==> config.mk <==
export PLATFORM = sky130hd
export DESIGN_NAME = key_event_ctrl
export DESIGN_NICKNAME = d
export VERILOG_FILES = /design/src/rtl/key_pkg.sv /design/src/rtl/key_press_fsm.sv /design/src/rtl/key_event_ctrl.sv
export SDC_FILE = /design/constraint.sdc
export NUM_CORES = 1
export LEC_CHECK = 0
export ABC_AREA = 1
export CORE_ASPECT_RATIO = 0.8
export CORE_MARGIN = 8
export CORE_UTILIZATION = 38
export DETAILED_ROUTE_END_ITERATION = 12
export SYNTH_ARGS = -nofsm -noshare
export SYNTH_HDL_FRONTEND = slang
export SYNTH_HIERARCHICAL = 1
export SYNTH_SLANG_ARGS = --single-unit
==> constraint.sdc <==
create_clock -name clk -period 3.9 [get_ports clk]
set_clock_uncertainty 0.05 [all_clocks]
set_input_delay 0.585 -clock clk [delete_from_list [all_inputs] [get_ports clk]]
set_output_delay 0.585 -clock clk [all_outputs]
set_load 0.05 [all_outputs]
==> src/rtl/key_pkg.sv <==
// Shared definitions for the key event sequencer: event codes, press FSM
// states and the clock-to-millisecond conversion.
package key_pkg;

  localparam logic [1:0] EVT_SHORT  = 2'd0;
  localparam logic [1:0] EVT_LONG   = 2'd1;
  localparam logic [1:0] EVT_REPEAT = 2'd2;

  typedef enum logic [1:0] {
    IDLE,
    HELD,
    REPEAT
  } key_state_e;

  function automatic logic [31:0] ticks_per_ms(input int unsigned freq_mhz);
    return 32'(freq_mhz * 1000);
  endfunction

endpackage

==> src/rtl/key_press_fsm.sv <==
// Per-key press timer: classifies a debounced key into SHORT/LONG/REPEAT
// events and buffers one event for the arbiter, flagging drops.
module key_press_fsm
  import key_pkg::*;
#(
  parameter int LONG_MS   = 1000,
  parameter int REPEAT_MS = 200
) (
  input  logic       clk,
  input  logic       rst,
  input  logic       en,
  input  logic       level,
  input  logic       ms_tick,
  input  logic       grant,
  input  logic       ovf_clr,
  output logic       pend,
  output logic [1:0] pcode,
  output logic       ovf
);

  localparam logic [15:0] LONG_C = 16'(LONG_MS);
  localparam logic [15:0] REP_C  = 16'(REPEAT_MS);

  key_state_e  state;
  logic        key_prev;
  logic [15:0] hcnt;
  logic [15:0] hcnt_inc;
  logic        press;
  logic        rel;
  logic        emit;
  logic        overflow;
  logic [1:0]  code;

  assign press    = key_prev & ~level;
  assign rel      = ~key_prev & level;
  assign hcnt_inc = hcnt + 16'd1;
  assign overflow = emit & pend & ~grant;

  // hcnt restarts at 0 on LONG, so a release seen in HELD is always short.
  always_comb begin
    emit = 1'b0;
    code = EVT_SHORT;
    if (en) begin
      case (state)
        HELD: begin
          if (rel) begin
            emit = 1'b1;
          end else if (ms_tick && hcnt_inc == LONG_C) begin
            emit = 1'b1;
            code = EVT_LONG;
          end
        end
        REPEAT: begin
          if (!rel && ms_tick && hcnt_inc == REP_C) begin
            emit = 1'b1;
            code = EVT_REPEAT;
          end
        end
        default: ;
      endcase
    end
  end

  always_ff @(posedge clk or posedge rst) begin
    if (rst) begin
      state    <= IDLE;
      key_prev <= 1'b1;
      hcnt     <= '0;
    end else begin
      key_prev <= level;
      if (!en) begin
        state <= IDLE;
        hcnt  <= '0;
      end else begin
        case (state)
          IDLE: begin
            if (press) begin
              state <= HELD;
              hcnt  <= '0;
            end
          end
          HELD: begin
            if (rel) begin
              state <= IDLE;
            end else if (ms_tick) begin
              if (hcnt_inc == LONG_C) begin
                state <= REPEAT;
                hcnt  <= '0;
              end else begin
                hcnt <= hcnt_inc;
              end
            end
          end
          REPEAT: begin
            if (rel) begin
              state <= IDLE;
            end else if (ms_tick) begin
              hcnt <= (hcnt_inc == REP_C) ? '0 : hcnt_inc;
            end
          end
          default: state <= IDLE;
        endcase
      end
    end
  end

  // A grant in the same cycle frees the slot, so the new event is kept.
  always_ff @(posedge clk or posedge rst) begin
    if (rst) begin
      pend  <= 1'b0;
      pcode <= EVT_SHORT;
      ovf   <= 1'b0;
    end else begin
      if (emit && !overflow) begin
        pend  <= 1'b1;
        pcode <= code;
      end else if (grant) begin
        pend <= 1'b0;
      end
      if (overflow) begin
        ovf <= 1'b1;
      end else if (ovf_clr) begin
        ovf <= 1'b0;
      end
    end
  end

endmodule

==> src/rtl/key_event_ctrl.sv <==
// Key event sequencer: shared ms prescaler, one press FSM per key and a
// round-robin arbiter feeding a registered valid/ready event port.
module key_event_ctrl
  import key_pkg::*;
#(
  parameter int  NUM_KEYS  = 4,
  parameter int  FREQ      = 100,
  parameter int  LONG_MS   = 1000,
  parameter int  REPEAT_MS = 200,
  localparam int KW        = (NUM_KEYS > 1) ? $clog2(NUM_KEYS) : 1
) (
  input  logic                clk,
  input  logic                rst,
  input  logic                en,
  input  logic [NUM_KEYS-1:0] key_level,
  output logic                evt_valid,
  input  logic                evt_ready,
  output logic [KW-1:0]       evt_key,
  output logic [1:0]          evt_code,
  output logic [NUM_KEYS-1:0] ovf_flags,
  input  logic                ovf_clr
);

  localparam logic [31:0] TPM = ticks_per_ms(FREQ);
  localparam int unsigned NK  = NUM_KEYS;

  logic [31:0]         pre_cnt;
  logic                ms_tick;
  logic [NUM_KEYS-1:0] pend;
  logic [NUM_KEYS-1:0] grant;
  logic [1:0]          pcode [NUM_KEYS];
  logic [KW-1:0]       ptr;
  logic [KW-1:0]       gnt_idx;
  logic                gnt_any;
  logic                load;

  assign ms_tick = (pre_cnt == TPM - 32'd1);
  assign load    = ~evt_valid | evt_ready;

  always_ff @(posedge clk or posedge rst) begin
    if (rst) begin
      pre_cnt <= '0;
    end else begin
      pre_cnt <= ms_tick ? '0 : pre_cnt + 32'd1;
    end
  end

  for (genvar g = 0; g < NUM_KEYS; g++) begin : g_key
    key_press_fsm #(
      .LONG_MS  (LONG_MS),
      .REPEAT_MS(REPEAT_MS)
    ) u_fsm (
      .clk    (clk),
      .rst    (rst),
      .en     (en),
      .level  (key_level[g]),
      .ms_tick(ms_tick),
      .grant  (grant[g]),
      .ovf_clr(ovf_clr),
      .pend   (pend[g]),
      .pcode  (pcode[g]),
      .ovf    (ovf_flags[g])
    );
  end

  // Search starts one past the last grant so every key gets a turn.
  always_comb begin : arb
    int unsigned j;
    j       = 0;
    gnt_any = 1'b0;
    gnt_idx = '0;
    for (int unsigned i = 1; i <= NK; i++) begin
      j = (32'(ptr) + i) % NK;
      if (!gnt_any && pend[j]) begin
        gnt_any = 1'b1;
        gnt_idx = KW'(j);
      end
    end
  end

  always_comb begin
    grant = '0;
    if (load && gnt_any) begin
      grant[gnt_idx] = 1'b1;
    end
  end

  always_ff @(posedge clk or posedge rst) begin
    if (rst) begin
      evt_valid <= 1'b0;
      evt_key   <= '0;
      evt_code  <= EVT_SHORT;
      ptr       <= '0;
    end else if (load) begin
      evt_valid <= gnt_any;
      if (gnt_any) begin
        evt_key  <= gnt_idx;
        evt_code <= pcode[gnt_idx];
        ptr      <= gnt_idx;
      end
    end
  end

endmodule
=== Word level (Yosys, flattened, before mapping) ===
Cells that the tools add are included.

* Register bits after elaboration: 129
* Bits in latches: 0
* RAM bits: 0
* Memory bits (read-only): 0
* Output and inout port bits: 9
* Logic and storage cells: 321
* Memories kept: 0

* Add/sub/neg operators: 9
* Multipliers: 0
* Div/mod/pow operators: 0
* $lt $le $gt $ge: 7
* Equality and inequality tests: 53
* Shift-type cells: 0
* Muxes and demuxes: 140
* Bitwise operators: 31
* Reduce and logical (&&, ||, !) cells: 53

{| class="wikitable"
|+ Operator list
! cell !! count
|-
| 2-to-1 mux 16 bit || 32
|-
| case mux 16 bit (3 select lines) || 4
|-
| 2-to-1 mux 2 bit || 42
|-
| adder 16 x 1 -> 16 bit, second input constant || 4
|-
| equality test 16 x 10 -> 1 bit, second input constant || 4
|-
| equality test 16 x 8 -> 1 bit, second input constant || 4
|-
| 2-to-1 mux 1 bit || 42
|-
| inequality test 3 bit, second input constant || 14
|-
| adder 32 x 1 -> 32 bit, second input constant || 1
|-
| equality test 32 x 17 -> 1 bit, second input constant || 1
|-
| 2-to-1 mux 32 bit || 1
|-
| inequality test 3 x 2 -> 1 bit, second input constant || 10
|-
| case mux 2 bit (3 select lines) || 4
|-
| AND reduction 6 bit || 4
|-
| logical AND 1 bit || 21
|-
| inequality test 4 x 2 -> 1 bit, second input constant || 5
|-
| bitwise AND 1 bit || 16
|-
| inequality test 4 x 1 -> 1 bit, second input constant || 4
|-
| case mux 2 bit (2 select lines) || 4
|-
| AND reduction 4 bit || 4
|-
| nonzero test 2 bit || 8
|-
| less-than comparator 2 x 3 -> 1 bit, second input constant || 5
|-
| inverter 1 bit || 13
|-
| inequality test 4 x 3 -> 1 bit, second input constant || 3
|-
| other kinds (16) || 43
|}

=== Depth between registers and ports, before layout ===
Gate-level depths: netlist of run 1.

* Depth after elaboration: 23
* Mapped depth: 18

=== Hierarchy ===
The synthesis of run 1 kept the hierarchy.

{| class="wikitable"
|+ By module, submodules not included
! module !! instances !! cells an instance !! area each (sq um) !! seq. area each (sq um)
|-
| key_press_fsm || 4 || 246 || 1672.9 || 576.8
|-
| key_event_ctrl || 1 || 323 || 2406.1 || 925.9
|}

=== Worst setup path after synthesis of run 1 ===
Ideal clock, no wire load.

* Path type: register to register
* Start: register pre_cnt[0]
* End: register g_key[0].u_fsm.hcnt[3]
* Library setup time: 0.066 ns
* Arrival: 2.672 ns
* Path slack: 1.113 ns
* Stages on the path, launching flop included: 15
* Path buffers: 1
* Clock period less this slack: 2.787 ns
* Path through: dfrtp_1 -> ha_1 -> nand3_2 -> nor4_1 -> nand2_1 -> nor2_2 -> inv_1 -> a21oi_1 -> o21ai_0 -> nand3_1 -> nand2_1 -> nor2_1 -> buf_4 -> nand3_2 -> nand2_1

* Word-level cells in the longest chain between the ends: 3
* Elaborated cells on any way between the ends: 4

{| class="wikitable"
|+ Ends and longest elaborated chain
! item !! line !! text
|-
| start: declaration || key_event_ctrl.sv:27 || <nowiki>logic [31:0] pre_cnt;</nowiki>
|-
| start signal: assignment || key_event_ctrl.sv:44 || <nowiki>pre_cnt <= ms_tick ? '0 : pre_cnt + 32'd1;</nowiki>
|-
| equality test 32 x 17 -> 1 bit * || key_event_ctrl.sv:37 || <nowiki>assign ms_tick = (pre_cnt == TPM - 32'd1);</nowiki>
|-
| net ms_tick || key_event_ctrl.sv:28 || <nowiki>logic ms_tick;</nowiki>
|-
| inequality test 3 x 2 -> 1 bit (no source line) || - ||
|-
| AND reduction 6 bit (no source line) * || - ||
|-
| end signal: assignment || key_press_fsm.sv:90 || <nowiki>hcnt <= hcnt_inc;</nowiki>
|-
| end signal: assignment || key_press_fsm.sv:98 || <nowiki>hcnt <= (hcnt_inc == REP_C) ? '0 : hcnt_inc;</nowiki>
|-
| end: declaration || key_press_fsm.sv:26 || <nowiki>logic [15:0] hcnt;</nowiki>
|}

Mark *: on every way through the listed nets, which the timed path passes. The rest lies on a longest branch.
A chain may end at the register's enable or synchronous reset.

=== Worst setup path in the final report of run 1 ===
* Start: register pre_cnt[0]
* End: register g_key[1].u_fsm.hcnt[11]

* Word-level cells in the longest chain between the ends: 3
* Elaborated cells on any way between the ends: 4

{| class="wikitable"
|+ Ends and longest elaborated chain
! item !! line
|-
| equality test 32 x 17 -> 1 bit * || key_event_ctrl.sv:37
|-
| net ms_tick || key_event_ctrl.sv:28
|-
| inequality test 3 bit (no source line) || -
|-
| AND reduction 6 bit (no source line) * || -
|-
| end signal: assignment || key_press_fsm.sv:90
|-
| end signal: assignment || key_press_fsm.sv:98
|-
| end: declaration || key_press_fsm.sv:26
|}

Marked as above.

==> metrics.md, run 1 <==
| Metric | Value |
|---|---|
| Chip Width | ~190 µm |
| Hold WC Path Type | reg2reg |
| Critical Path Max Stage Delay | 0.41 ns |
| FFs w/ async S/R, synth | 100% |
| Least-Margin Pin Slew | approximately 0.95 ns |
| Total track usage | ~15% |
| Register bit total from synthesis | approximately 130 |
| Htree depth | 4 |
| Max FO, Critical Path | 17 |
| Layout Nets | between 1k and 1.5k |
| Synth Warn # | 6 |
| Setup violators final | 0 |
| EDFF count, synth | 0 |
| Worst VDD drop | 0.000329 V |
| ANT cells | 0 |
| Post-CTS setup buffer count | 0 |
| Cell area after synthesis | 9100 µm² |
| Sequential fraction of the synthesis area | 35.5% |
| Syn Nets | 1333 |
| Min-Delay Endpoint | g_key[1].u_fsm/pcode[1] |
| Initial antenna violation count | 0 |
| Synthesized instance count | 1307 |
| Maximum buffer depth of the clock tree | 2 |
| Critical Path, Cell by Cell | ha_1, nand3_2, nor4_1, nand2_1, nor2_2, buf_4, inv_1, a21oi_1, o21ai_0, nand3_1, nand2_1, buf_4, nor2_1, buf_4, nand3_1, nand2_1 |
| Final TNS setup | 0 ns |
| Clock sinks | approximately 130 |
| DR iter-0 viols | ~740 |
| P_leak | 0.00493 µW |
| Clock Latency Late Sink | ~0.42 ns |
| Slew Limit Fails | 0 |
| Die H | approximately 150 µm |
| Fin crit share | between 70% and 80% |
| First-pass GRT wire length | 36600 µm |
| CTS tree | built |
| Critical R2R Launch | pre_cnt[0] |
| Die Area | 29200 µm² |
| Largest net degree at the start of global routing | 38 |
| Number of global-route vias before repair | about 7.3k |
| Depth of the worst register-to-register path | 16 |
| Gpl congestion | 0.876 |
| Max Cap Violations | 0 |
| Crit path launch type | register |
| WL/cell | between 10 and 15 µm |
| Vias per Instance | roughly 5 |
| Fraction of layout cells with a size suffix above 1 | between 10% and 20% |
| Hold Crit Start | g_key[1].u_fsm/pcode[1] |
| WHS | around 0.42 ns |
| Data arrival, critical path | 3.31 ns |
| Clock slew at reported path FFs | around 0.060 ns |
| Ports | 18 |
| CP Class | reg2reg |
| Worst path bufs/invs | 4 |
| DRC Markers | 0 |
| CTS root buf | clkbuf_16 |
| DP HPWL | around 16000 µm |
| CP delay by family, top | simple AND/OR/NAND/NOR gates |
| Syn Area/Cell | roughly 7 µm² |
| Final WS setup | around 0.90 ns |
| Initial Util | between 30% and 40% |
| Worst Hold Path Cells | 2 |
| Worst R2R End | g_key[1].u_fsm/hcnt[11] |
| Final WL | between 20000 and 25000 µm |
| DP Worst Slack | between 0.9 and 1 ns |
| CP endpoint kind | register |
| Core box area | 23500 µm² |
| Fin. Hold Viols | 0 |
| RSZ-0062 raised after global routing | no |
| Main flop type after synthesis | dfrtp_1 |
| Post-route minimum period | between 3 and 4 ns |
| Top-area cell type share of the netlist area | 34.4% |
| Fmax | ~0.33 GHz |
| Antenna Nets Post-Route | 0 |
| Std cell rows | 50 |
| DRT Pass-1 Iters | 7 |
| Post-synth cell types | 40 |
| Power Density | about 470 nW/µm² |
| Most frequent cells in the layout | nand2_1, inv_1, dfrtp_1, nor2_1, nand3_1 |
| Finished Core Util | a little over two fifths |
| Most common cell after layout, fill and taps aside | nand2_1 |
| Cell taking the most area after synthesis | dfrtp_1 |
| Via Count | ~8.1k |
| CTS Hold Bufs | 0 |
| Slowest cell on crit path | dfrtp_1 |
| Top cells by area, synth | dfrtp_1, nand2_1, inv_1, nand3_1, nand3_2 |
| Outcome | completed |
| Total clock buffers created by CTS | 17 |
| Relative slew slack | a little over a third |
| Worst EP required | around 4.2 ns |
| R2R setup slack | between 0.8 and 0.9 ns |
| PostCTS Resize Cnt | 0 |
| IO buf count | 17 |
| Area grow syn2layout | 12.5% |
| Global route overflow | 0 |
per-stage QoR:
step	instance area (µm²)	instances	total power, µW
after floorplan	9100	1307	2780
after global placement	9620	1631	3100
after detailed placement	9620	1631	3120
after CTS	10200	1662	4830
after global routing	10200	1662	5080
final	10200	1662	4790
kinds of logic (layout without fill, tap and decap cells):
group / count (synthesis) / in the layout / share of synthesized area, %
fa+ha+maj: 17 / 17 / 2.34
simple gates: 885 / 885 / 46.4
buf+inv: 186 / 229 / 8.47
xor+xnor: 26 / 26 / 2.50
compound gates: 64 / 64 / 4.74
flops: 129 / 129 / 35.5
registers in the layout, summed over array words and instances (netlist names):
| name | cells |
|---|---|
| g_key.u_fsm/ovf | 4 |
| g_key.u_fsm/key_prev | 4 |
| g_key.u_fsm/state | 8 |
| g_key.u_fsm/pend | 4 |
| evt_valid | 1 |
| evt_code | 2 |
| g_key.u_fsm/hcnt | 64 |
| g_key.u_fsm/pcode | 8 |
| evt_key | 2 |
| pre_cnt | 32 |
how the worst max path moves through the flow:
stage | startpoint | endpoint | cells past startpoint
5_1_grt | pre_cnt[0] | g_key[1].u_fsm/hcnt[15] | 16
2_1_floorplan | pre_cnt[0] | g_key[0].u_fsm/hcnt[3] | 14
3_5_place_dp | pre_cnt[0] | g_key[1].u_fsm/hcnt[11] | 16
3_3_place_gp | pre_cnt[0] | g_key[3].u_fsm/hcnt[15] | 16
4_1_cts | pre_cnt[0] | g_key[1].u_fsm/hcnt[11] | 16
6_report | pre_cnt[0] | g_key[1].u_fsm/hcnt[11] | 16
power breakdown:
| group | total, µW | switching, µW | internal, µW |
|---|---|---|---|
| Clock | 1700 | 601 | 1090 |
| Combinational | 1590 | 1130 | 465 |
| Sequential | 1500 | 82.7 | 1420 |
Yosys cell counts, types with 2 or more instances:
cell      count
nand4_1      54
xor2_1       15
inv_2         8
buf_4         8
o21ai_0      27
nand2_1     458
o21a_1        2
ha_1         17
a22o_4        4
inv_1       156
buf_6         5
a21oi_1      11
o21bai_1      8
o21ai_2       4
nor2_1      112
nor3_1       24
nand3b_1      4
dfrtp_1     125
a31oi_1       2
nand2_4       3
nor3_2        3
nor2_2       20
clkbuf_1      4
nor2_4       11
nand2_2      32
clkinv_1      4
nor3b_1       2
xnor2_1      11
nand3_2      47
nand3_1     107
dfstp_2       4
nor4_1        6
o22ai_1       2
tightest hold or removal path: cells and delay by family (launching register included):
kind | cells | cell delay [ns]
and+or+nand+nor | 2 | 0.09
DFF | 1 | 0.34
cell type report:
cell class,count,area [µm²]
flip-flops and latches,129,3230
clock inverters,11,163
multi-input cells,992,5090
fillers,2395,13200
inverters,169,639
clock buffers,20,457
repair buffers,29,260
well taps,312,390
layer usage:
layer	share of wire [%]	vias up	GRT usage (%)
li1	-	4248	-
met2	42	139	21.8
met1	53	3692	22.2
met3	4.3	15	2.88
met4	1.0	0	4.12
met5	0	-	0
Note: power is estimated with default switching activity, not from simulation.
==> run 2, diff against run 1 <==
Clock period 3.9 ns to 2.97 ns, I/O delays scaled along.
==> run 2 against run 1 <==
  * Cell count increased by 0.42%
  * Highest routed layer unchanged
  * Maximum frequency increased by 13%
  * Largest power group unchanged
  * Flip-flop and latch count unchanged
  * Core utilization increased by 0.33 points
  * Total power increased by 32%
  * Die area unchanged
  * Wire length increased by 0.11%
  * Register-to-register slack got worse by 0.59 ns
  * Critical path type unchanged
  * Global-route usage decreased by 0.12 points
  * Non-clock buffer count increased by 6
==> metrics.md, run 2 (synthesized netlist as in run 1, its figures left out) <==
| Metric | Value |
|---|---|
| Worst EP required | 3.28 ns (was 4.20 ns) |
| DR iter-0 viols | 554 (was 735) |
| Final TNS setup | 0 ns (unchanged) |
| CTS root buf | clkbuf_16 (unchanged) |
| Setup violators final | 0 (unchanged) |
| Placed Instances | 1637 (was 1631) |
| Core box area | 23500 µm² (unchanged) |
| Most frequent cells in the layout | nand2_1, inv_1, dfrtp_1, nor2_1, nand3_1 (unchanged) |
| Slew Limit Fails | 0 (unchanged) |
| Post-CTS setup buffer count | 0 (unchanged) |
| CP endpoint kind | register (unchanged) |
| Vias per Instance | 4.86 (was 4.87) |
| Antenna Nets Post-Route | 0 (unchanged) |
| CTS Hold Bufs | 0 (unchanged) |
| Switching part of the total | 37.6% (was 37.8%) |
| Maximum buffer depth of the clock tree | 2 (unchanged) |
| Number of global-route vias before repair | 7347 (was 7345) |
| DRT Pass-1 Iters | 5 (was 7) |
| Sw Pwr | 2370 µW (was 1810 µW) |
| Via Count | 8114 (was 8094) |
| Relative slew slack | 59.5% (was 36.6%) |
| Total track usage | 14.9% (was 15.0%) |
| Max Cap Violations | 0 (unchanged) |
| Reg with most FFs | g_key.u_fsm/hcnt (unchanged) |
| Register share of total power | 31.3% (was 31.4%) |
| Post-route minimum period | 2.66 ns (was 3.00 ns) |
| Clock slew at reported path FFs | 0.06 ns (about the same) |
| Total power draw | 6310 µW (was 4790 µW) |
| Finished Core Util | 44.0% (was 43.6%) |
| CP delay by family, top | simple AND/OR/NAND/NOR gates (unchanged) |
| Most Frequent Cell on Critical Path | nand2_1 |
| Least-Margin Pin Slew | 0.606 ns (was 0.949 ns) |
| Slowest cell on crit path | dfrtp_1 (unchanged) |
| Hold WC Path Type | reg2reg (unchanged) |
| DP HPWL | 15700 µm (was 15600 µm) |
| Worst VDD drop | 0.000430 V (was 0.000329 V) |
| First-pass GRT wire length | 36100 µm (was 36600 µm) |
| CTS tree | built (unchanged) |
| Critical Path Max Stage Delay | 0.40 ns (was 0.41 ns) |
| Clock Latency Late Sink | 0.43 ns (was 0.42 ns) |
| Std cell rows | 50 (unchanged) |
| P_int | 3930 µW (was 2980 µW) |
| Crit path launch type | register (unchanged) |
| Global route overflow | 0 (unchanged) |
| Data arrival, critical path | 2.98 ns (was 3.31 ns) |
| Gpl congestion | 0.853 (was 0.876) |
| Outcome | completed (unchanged) |
| DRC Markers | 0 (unchanged) |
| Largest net degree at the start of global routing | 38 (unchanged) |
| RSZ-0062 raised after global routing | yes (was no) |
| Max FO, Critical Path | 16 (was 17) |
| Clock sinks | 129 (unchanged) |
| Initial antenna violation count | 0 (unchanged) |
| Finished Layout Cells | 1669 (was 1662) |
| Fillers | 2407 (was 2395) |
| Initial Util | 38.8% (unchanged) |
| Total clock buffers created by CTS | 17 (unchanged) |
| Power Density | 611 nW/µm² (was 468 nW/µm²) |
| Critical Path, Cell by Cell | ha_1, nand3_2, nor4_4, nand2_1, nor2_2, buf_4, inv_1, a21oi_1, o21ai_0, nand3_1, nand2_1, nor2_1, buf_6, nand3_1, nand2_1 (was ha_1, nand3_2, nor4_1, nand2_1, nor2_2, buf_4, inv_1, a21oi_1, o21ai_0, nand3_1, nand2_1, buf_4, nor2_1, buf_4, nand3_1, nand2_1) |
| Ports | 18 (unchanged) |
| Biggest regs | g_key.u_fsm/hcnt x64, pre_cnt x32 (unchanged) |
| ANT cells | 0 (unchanged) |
| IO buf count | 17 (unchanged) |
| CP Class | reg2reg (unchanged) |
| Htree depth | 4 (unchanged) |
| Most common cell after layout, fill and taps aside | nand2_1 (unchanged) |
| Layout Nets | 1370 (was 1364) |
| Final WL | 21300 µm (about the same) |
| Fmax | 0.376 GHz (was 0.333 GHz) |
| Die Area | 29200 µm² (unchanged) |
| Die H | 154 µm (unchanged) |
| Power share of the clock group | 35.5% (was 35.4%) |
| WL/cell | 12.8 µm (about the same) |
| Chip Width | 189 µm (unchanged) |
| Max reg flops | 64 (unchanged) |
| Fin. Hold Viols | 0 (unchanged) |
| Fraction of layout cells with a size suffix above 1 | 13.9% (was 13.5%) |
| WHS | 0.427 ns (was 0.424 ns) |
| Worst path bufs/invs | 3 (was 4) |
| Comb pwr share | 33.2% (about the same) |
| Area grow syn2layout | 13.4% (was 12.5%) |
| P_leak | 0.00496 µW (was 0.00493 µW) |
| Fin crit share | 89.6% (was 77.0%) |
==> run 2: path summary, 6_finish.rpt <==
check / start / to / slack, ns / depth (start not counted)
max reg2reg: pre_cnt[0] / g_key[2].u_fsm/hcnt[11] / 0.31 / 15
max: pre_cnt[0] / g_key[2].u_fsm/hcnt[11] / 0.31 / 15
min in group asynchronous: rst / g_key[3].u_fsm/hcnt[8] / 0.49 / 3
min: g_key[3].u_fsm/pcode[0] / g_key[3].u_fsm/pcode[0] / 0.43 / 2
max in group asynchronous: rst / pre_cnt[26] / 1.95 / 3
min reg2reg: g_key[3].u_fsm/pcode[0] / g_key[3].u_fsm/pcode[0] / 0.43 / 2
==> run 2: power groups by stage <==
stage	logic (µW)	registers (µW)	clock network, µW
2_1_floorplan	1620	2040	0
3_3_place_gp	2080	2000	0
3_5_place_dp	2090	2000	0
4_1_cts	2100	1970	2300
5_1_grt	2330	1990	2370
6_report	2090	1970	2240
==> run 2: repair_timing <==
item / 4_1_cts / 5_1_grt
endpoints found under the hold margin: 0 / 0
setup endpoints to repair: 0 / 67
gates resized for setup: 0 / 5
==> run 2: metal layers <==
metal	vias up	global-route usage, %	routed length (µm)
met2	151	21.6	8830
met4	0	4.38	218
met1	3685	21.8	11300
met5	-	0	0
met3	15	3.17	1010
li1	4263	-	-
==> run 2: worst register-to-register path: cells and delay by family, from the launching register on <==
family,cells,cell delay (ns)
simple gates,9,1.15
buf+inv,3,0.48
flops,1,0.40
compound gates,2,0.32
fa+ha+maj,1,0.22
==> run 2: metrics by stage <==
stage               cell area, µm²  worst slack (ns)
floorplan                     9100             0.183
detailed placement            9660             0.122
finish                       10300             0.308
CTS                          10300             0.103
global route                 10300          -0.00405
global placement              9660             0.262
==> run 2: layout make-up <==
class	instances	area (µm²)	share of cell area, %
Inverter	169	639	6.20
Timing Repair Buffer	35	313	3.03
Clock inverter	10	161	1.56
Clock buffer	22	464	4.50
Tap cell	312	390	3.79
Multi-Input combinational cell	992	5110	49.6
Sequential cell	129	3230	31.3
